**src/rtl/program_load_controller.sv**
```systemverilog
// Arbitrates the program memory port between the UART loader and CPU fetch, holding the core in
// reset until the link has been idle for TIMEOUT_CYCLES. Optional feature macro: LOAD_CHECKSUM_EN.
module program_load_controller #(
    parameter int unsigned TIMEOUT_CYCLES = 20_000_000,
    parameter int unsigned MEM_BYTES      = 4096,
    parameter int unsigned ADDR_W         = 32
) (
    input  logic              clk,
    input  logic              reset_n,
    input  logic              word_valid,
    input  logic [31:0]       loader_word,
    input  logic [ADDR_W-1:0] loader_addr,
    input  logic [ADDR_W-1:0] fetch_addr,
    input  logic              reload_req,
    output logic [ADDR_W-1:0] mem_byte_address,
    output logic              mem_write_enable,
    output logic [31:0]       mem_write_data,
    output logic              cpu_reset_n,
    output logic              loading,
    output logic              overflow,
    output logic [15:0]       words_loaded
`ifdef LOAD_CHECKSUM_EN
    ,
    output logic [31:0]       load_checksum
`endif
);

    localparam int unsigned CntW = (TIMEOUT_CYCLES > 2) ? $clog2(TIMEOUT_CYCLES) : 1;
    localparam logic [CntW-1:0] CntLast = CntW'(TIMEOUT_CYCLES - 1);

    typedef enum logic [1:0] {
        StWaitFirst,
        StLoading,
        StRun
    } state_e;

    state_e            state_q, state_d;
    logic [CntW-1:0]   idle_cnt_q, idle_cnt_d;
    logic              cpu_reset_n_q, cpu_reset_n_d;
    logic              overflow_q, overflow_d;
    logic [15:0]       words_q, words_d;
    logic              in_range;
    logic              in_load;
    logic              accept;
`ifdef LOAD_CHECKSUM_EN
    logic [31:0]       checksum_q, checksum_d;
`endif

    assign in_range = loader_addr < ADDR_W'(MEM_BYTES);
    assign in_load  = (state_q != StRun);
    assign accept   = word_valid & in_load & in_range;

    assign mem_byte_address = in_load ? loader_addr : fetch_addr;
    assign mem_write_data   = loader_word;
    assign mem_write_enable = accept;
    assign cpu_reset_n      = cpu_reset_n_q;
    assign loading          = in_load;
    assign overflow         = overflow_q;
    assign words_loaded     = words_q;
`ifdef LOAD_CHECKSUM_EN
    assign load_checksum    = checksum_q;
`endif

    always_comb begin
        state_d       = state_q;
        idle_cnt_d    = idle_cnt_q;
        cpu_reset_n_d = cpu_reset_n_q;
        overflow_d    = overflow_q;
        words_d       = words_q;
`ifdef LOAD_CHECKSUM_EN
        checksum_d    = checksum_q;
`endif

        if (accept) begin
            if (words_q != 16'hFFFF) begin
                words_d = words_q + 16'd1;
            end
`ifdef LOAD_CHECKSUM_EN
            checksum_d = checksum_q + loader_word;
`endif
        end
        if (word_valid && in_load && !in_range) begin
            overflow_d = 1'b1;
        end

        unique case (state_q)
            StWaitFirst: begin
                idle_cnt_d = '0;
                if (word_valid) begin
                    state_d = StLoading;
                end
            end
            StLoading: begin
                // A word arriving on the timeout cycle keeps the load open.
                if (word_valid) begin
                    idle_cnt_d = '0;
                end else if (idle_cnt_q == CntLast) begin
                    idle_cnt_d = '0;
                    state_d    = StRun;
                end else begin
                    idle_cnt_d = idle_cnt_q + 1'b1;
                end
            end
            StRun: begin
                if (reload_req) begin
                    state_d       = StWaitFirst;
                    cpu_reset_n_d = 1'b0;
                    words_d       = '0;
                    overflow_d    = 1'b0;
`ifdef LOAD_CHECKSUM_EN
                    checksum_d    = '0;
`endif
                end else begin
                    cpu_reset_n_d = 1'b1;
                end
            end
            default: begin
                state_d = StWaitFirst;
            end
        endcase
    end

    always_ff @(posedge clk or negedge reset_n) begin
        if (!reset_n) begin
            state_q       <= StWaitFirst;
            idle_cnt_q    <= '0;
            cpu_reset_n_q <= 1'b0;
            overflow_q    <= 1'b0;
            words_q       <= '0;
`ifdef LOAD_CHECKSUM_EN
            checksum_q    <= '0;
`endif
        end else begin
            state_q       <= state_d;
            idle_cnt_q    <= idle_cnt_d;
            cpu_reset_n_q <= cpu_reset_n_d;
            overflow_q    <= overflow_d;
            words_q       <= words_d;
`ifdef LOAD_CHECKSUM_EN
            checksum_q    <= checksum_d;
`endif
        end
    end

endmodule

```
**config.mk**
```make
export PLATFORM = sky130hd
export DESIGN_NAME = program_load_controller
export DESIGN_NICKNAME = d
export VERILOG_FILES = /design/src/rtl/program_load_controller.sv
export SDC_FILE = /design/constraint.sdc
export NUM_CORES = 1
export LEC_CHECK = 0
export CAP_MARGIN = 20
export CORE_MARGIN = 10
export CORE_UTILIZATION = 29
export DETAILED_ROUTE_END_ITERATION = 10
export PLACE_DENSITY = 0.71
export SKIP_CTS_REPAIR_TIMING = 1
export SLEW_MARGIN = 20
export SYNTH_ARGS = -nofsm -noshare
export SYNTH_HDL_FRONTEND = slang
export SYNTH_SLANG_ARGS = --single-unit
```
**constraint.sdc**
```tcl
create_clock -name clk -period 4.95 [get_ports clk]
set_input_delay 1.2375 -clock clk [delete_from_list [all_inputs] [get_ports clk]]
set_output_delay 1.2375 -clock clk [all_outputs]
set_load 0.02 [all_outputs]
```
# --- After elaboration in Yosys (flattened, before gate mapping) ---
# Index checks and enable logic that the tools add are counted.
word_totals:
  rom_bits: 0
  ff_bits: 45
  mem_count: 0
  wordCells: 42
  output_inout_bits: 84
  latch_bits: 0
  mem_bits_rw: 0
classes:
  n_shift: 0
  n_addsub: 2
  n_eq_ne: 9
  muxes: 17
  magnitude_cmp: 1
  n_bitwise: 2
  div_mod_pow: 0
  n_reduce_logical: 6
  multipliers: 0
ops:
  columns: ["operator", "count"]
  rows:
  - ["16-bit 2-to-1 mux", 4]
  - ["25-bit 2-to-1 mux", 2]
  - ["25-bit case mux with 2 select lines", 1]
  - ["32-bit by 13-bit less-than comparator with 1-bit output (second input constant)", 1]
  - ["32-bit 2-to-1 mux", 1]
  - ["25-bit by 1-bit adder with 25-bit output (second input constant)", 1]
  - ["25-bit equality test (second input constant)", 1]
  - ["16-bit by 1-bit adder with 16-bit output (second input constant)", 1]
  - ["16-bit inequality test (second input constant)", 1]
  - ["2-bit inequality test (second input constant)", 5]
  - ["2-bit 2-to-1 mux", 4]
  - ["2-bit case mux with 3 select lines", 1]
  - ["1-bit 2-to-1 mux", 4]
  - ["4-bit AND reduction", 1]
  - ["1-bit AND", 2]
  - ["2-bit by 1-bit equality test with 1-bit output (second input constant)", 1]
  - ["2-bit equality test (second input constant)", 1]
  - ["1-bit logical AND", 2]
  - ["2-bit logical NOT", 1]
  - ["2-bit nonzero test", 1]
  - ["1-bit logical NOT", 1]

# --- Depth between registers and ports, before layout ---
depth:
  word_depth: 6
  ltp_mapped: 9
  mapped_depth_nobuf: 7

# --- Worst setup path before layout ---
# Ideal clock, no wire load.
synth_path:
  path_kind: "input to output"
  startpoint: "input port loader_addr[16]"
  endpoint: "output port mem_write_enable"
  t_arrival_ns: 2.074
  path_buffers: 0
  setup_slack_ns: 1.639
  cell_stages: 3
  required_time_ns: 3.713
  cell_sequence: "nor4_2 > nand4_2 > nor2_1"
synth_between:
  elab_chain_cells: 2
synth_rtl:
  columns: ["element", "line", "source"]
  rows:
  - ["start, declared", "12", "input logic [ADDR_W-1:0] loader_addr,"]
  - ["32-bit by 13-bit less-than comparator with 1-bit output", "49", "assign in_range = loader_addr < ADDR_W'(MEM_BYTES);"]
  - ["1-bit AND", "51", "assign accept = word_valid & in_load & in_range;"]
  - ["end, declared", "16", "output logic mem_write_enable,"]
# No other way between the ends.

# --- Worst setup path after layout ---
layout_path:
  startpoint: "input port loader_addr[21]"
  endpoint: "output port mem_write_enable"
# The elaborated chain is that of the path after synthesis.

==> results by group <==
Outcome
  – Status: finished clean

Worst setup path
  – CP Buf/Inv Count: 2
  – Sort of element at the end of the critical path: output pin
  – Startpoint Class: input pin
  – Cell repeated most along the worst path: sky130_fd_sc_hd__clkdlybuf4s50_1
  – CP Cell Sequence: clkdlybuf4s50_1, nor4_2, nand4_2, nor2_1, clkdlybuf4s50_1
  – Crit-path leading delay family: buffers and inverters
  – Setup slack, reg-to-reg: 2.20 ns
  – Data arrival time of the worst path: between 3 and 4 ns
  – CP max stage cell: sky130_fd_sc_hd__clkdlybuf4s50_1
  – Crit Path Max Fanout: 4
  – Largest incremental delay on the critical path: approximately 0.63 ns
  – Classification of the worst setup path: in2out
  – Data required time at the worst endpoint: roughly 3.7 ns

Synthesis
  – Share of synthesized area spent on multiplexers: less than 1%
  – Area fraction in compound gates after synthesis: under 10%
  – Most common cell in the synthesized netlist: sky130_fd_sc_hd__nand2_1
  – Share of synthesized cell area in and, or, nand and nor gates: a little over a third
  – Warning count from the yosys run: 0
  – Mapped Avg Cell Area: 8.021 um^2
  – Largest family of logic cells by synthesized area: simple AND/OR/NAND/NOR gates
  – Share of synthesized area occupied by flip-flops and latches: 36.00%
  – EDFF count, synth: 0
  – Adder and majority cell fraction of the synthesized area: less than 1%
  – Share of Yosys cell area claimed by the top area cell type: a little over a third
  – Most frequent cells after synthesis: sky130_fd_sc_hd__nand2_1, sky130_fd_sc_hd__dfrtp_1, sky130_fd_sc_hd__nor2_1
  – Biggest area consumer among synthesized cells: sky130_fd_sc_hd__dfrtp_1
  – Main area contributors after synthesis: sky130_fd_sc_hd__dfrtp_1, sky130_fd_sc_hd__nand2_1, sky130_fd_sc_hd__buf_4, sky130_fd_sc_hd__nor2_1, sky130_fd_sc_hd__xor2_1
  – Net count of the mapped netlist: between 400 and 500
  – Proportion of register bits with asynchronous set or reset after synthesis: 100.0%
  – Mapped Cells: about 400
  – Post-Synthesis Cell Area: about 3100 um^2
  – Xor-xnor portion of the synthesized cell area: 5.880%
  – Synth unique cells: 58
  – Leading register cell type out of synthesis: sky130_fd_sc_hd__dfrtp_1
  – #FFs+latches synth: 45

Global route
  – Pin count of the biggest net entering global routing: 46
  – Gr ovfl total: 0
  – Antenna violations before repair: 0
  – Total routing resource utilization after global routing: between 10% and 20%
  – Vias in the first global route: between 2,000 and 3,000
  – Global-route wire length before repair: ~15,000 um

Pwr
  – Cell Pwr Density: 182.7 nW/um^2
  – Largest voltage drop on the vdd net: about 96 uV
  – Leakage power total: 1.762 nW

Layout
  – Layout Nets: ~580
  – Final instance count without filler cells: a little over 600
  – Antenna cells: 0
  – Share of layout cells above drive strength 1: between 7 and 8%
  – Finished Core Util: about two fifths
  – Area delta synth->final: 37.36%

Flow run
  – Max-capacitance violation count: 0

Route
  – Final wirelength: ~9400 um
  – Iter 0 DRT Violations: around 130
  – Routed via count divided by cell count: 4.792
  – Number of remaining DRC errors: 0
  – Router iterations before antenna repair: 4
  – Per-cell routed wire length: 15.40 um
  – Via Count: roughly 2,900
  – Antenna Violating Nets Remaining: 0

Hold path
  – Min-delay worst type: reg2reg

Timing
  – Final hold slack: 0.4873 ns
  – Max Freq: between 200 and 250 MHz
  – Final-report setup violation count: 0
  – Worst slew margin relative to its limit: a little under half
  – Minimum clock period: approximately 4.3 ns
  – Setup TNS after final layout: 0 ns
  – Slew @ Worst Pin: between 0.8 and 0.9 ns
  – Final Worst Setup Slack: roughly 0.64 ns
  – Final Hold Vio Count: 0
  – Count of pins over their slew limit: 0
  – Worst clock skew: approximately 0.013 ns
  – Post-route fraction of the period consumed by the critical path: 87.07%
  – Setup repair after global routing missed its margin: no

Clock tree
  – CTS tree: built
  – Worst skew pair latency: 0.30 ns
  – Number of H-tree levels: 2
  – Root Buffer: sky130_fd_sc_hd__clkbuf_8
  – CTS sink cnt: 45
  – Clk pin slew, worst setup/hold paths: ~0.090 ns
  – Maximum clock path buffer count: 2
  – CTS buffer count: 5

Floorplanning
  – Site Rows: 37
  – Starting utilization of the core area: 30.03%
  – DIE AREA: around 15,000 um^2
  – Core region area: between 10,000 and 15,000 um^2
  – Vertical die dimension: approximately 120 um
  – Width of the die: 123.9 um
  – Boundary pin count: about 180

Place
  – Worst slack after detailed placement: between 0.6 and 0.7 ns
  – Count of buffers inserted at the top-level ports: between 100 and 150
  – Final weighted congestion in routability-driven placement: 0.8692
  – Placed cell count: approximately 600
  – Final HPWL from detailed placement: roughly 7400 um
==> worst register-to-register path: stages (launching register included) <==
cell and delay (ns):
sky130_fd_sc_hd__dfrtp_1 0.53, sky130_fd_sc_hd__inv_2 0.17, sky130_fd_sc_hd__nor2_2 0.07, sky130_fd_sc_hd__inv_2 0.45, sky130_fd_sc_hd__nand2_1 0.20, sky130_fd_sc_hd__nor4_1 0.47
sky130_fd_sc_hd__or4b_2 0.64, sky130_fd_sc_hd__a21oi_1 0.16
==> power by group <==
group | leakage (nW) | internal [mW] | total (mW) | switching, mW
clock network | 0.0512 | 0.113 | 0.246 | 0.133
registers | 0.603 | 0.376 | 0.388 | 0.0121
logic | 1.11 | 0.0862 | 0.151 | 0.0650
==> layout by cell type (no fill, tap or decap), types with 3 or more instances in the layout <==
master                              n
sky130_fd_sc_hd__xor2_1            13
sky130_fd_sc_hd__nand3_1           17
sky130_fd_sc_hd__nand4_1           10
sky130_fd_sc_hd__nor4_2             4
sky130_fd_sc_hd__or4_1              4
sky130_fd_sc_hd__a31oi_1            4
sky130_fd_sc_hd__clkbuf_8           6
sky130_fd_sc_hd__and4_1             3
sky130_fd_sc_hd__buf_4              4
sky130_fd_sc_hd__xnor2_1            8
sky130_fd_sc_hd__inv_1              6
sky130_fd_sc_hd__a21oi_1           14
sky130_fd_sc_hd__or2_2              3
sky130_fd_sc_hd__nor3_1             5
sky130_fd_sc_hd__nor4_1             6
sky130_fd_sc_hd__o41ai_1            4
sky130_fd_sc_hd__clkdlybuf4s50_1  118
sky130_fd_sc_hd__nand2_1          112
sky130_fd_sc_hd__dfrtp_1           45
sky130_fd_sc_hd__nor2_1            35
sky130_fd_sc_hd__and3_1             3
sky130_fd_sc_hd__or4b_2             3
==> cell families (layout without fill, tap and decap cells) <==
logic type               Yosys count  after routing
flip-flops                        45             45
adder cells (fa/ha/maj)            2              2
AND/OR/NAND/NOR                  226            226
buffers and inverters             53            138
XOR/XNOR                          21             21
AO/OA/AOI/OAI                     41             41
multiplexers                       2              2
==> state kept, by name, summed over array words and instances (netlist names) <==
signal,cells
overflow,1
idle_cnt_q,25
words_loaded,16
state_q,2
cpu_reset_n,1
==> layout make-up <==
| class | count | area, um^2 |
|---|---|---|
| Sequential cell | 45 | 1126 |
| Fill cell | 1036 | 6120 |
| Clock buffer | 6 | 82.58 |
| Timing Repair Buffer | 122 | 1211 |
| Multi-Input combinational cell | 292 | 1663 |
| Inverter | 8 | 30.03 |
| Clock inverter | 2 | 13.76 |
| Tap cell | 136 | 170.2 |
==> path summary, 6_finish.rpt <==
check | from | to | depth (start not counted)
worst max-delay path | loader_addr[21] | mem_write_enable | 5
worst min-delay path | cpu_reset_n | cpu_reset_n | 2
worst max register to register | state_q[1] | words_loaded[8] | 7
worst min register to register | cpu_reset_n | cpu_reset_n | 2
max in group asynchronous | reset_n | idle_cnt_q[8] | 1
min in group asynchronous | reset_n | idle_cnt_q[13] | 1
==> stage by stage <==
step | power (mW) | instance area [um^2]
finish | 0.7851 | 4297
CTS | 0.7927 | 4294
global route | 0.8203 | 4297
global placement | 0.5447 | 4198
detailed placement | 0.5474 | 4198
floorplan | 0.4803 | 3128
==> layer usage <==
metal	GRT usage (%)	up-vias	part of all wire (%)
met5	0	-	0
met4	3.130	0	1.1
met3	4.842	21	8.4
met2	19.47	95	51
met1	13.45	1330	40
li1	-	1482	-
(Power assumes the default switching activity.)
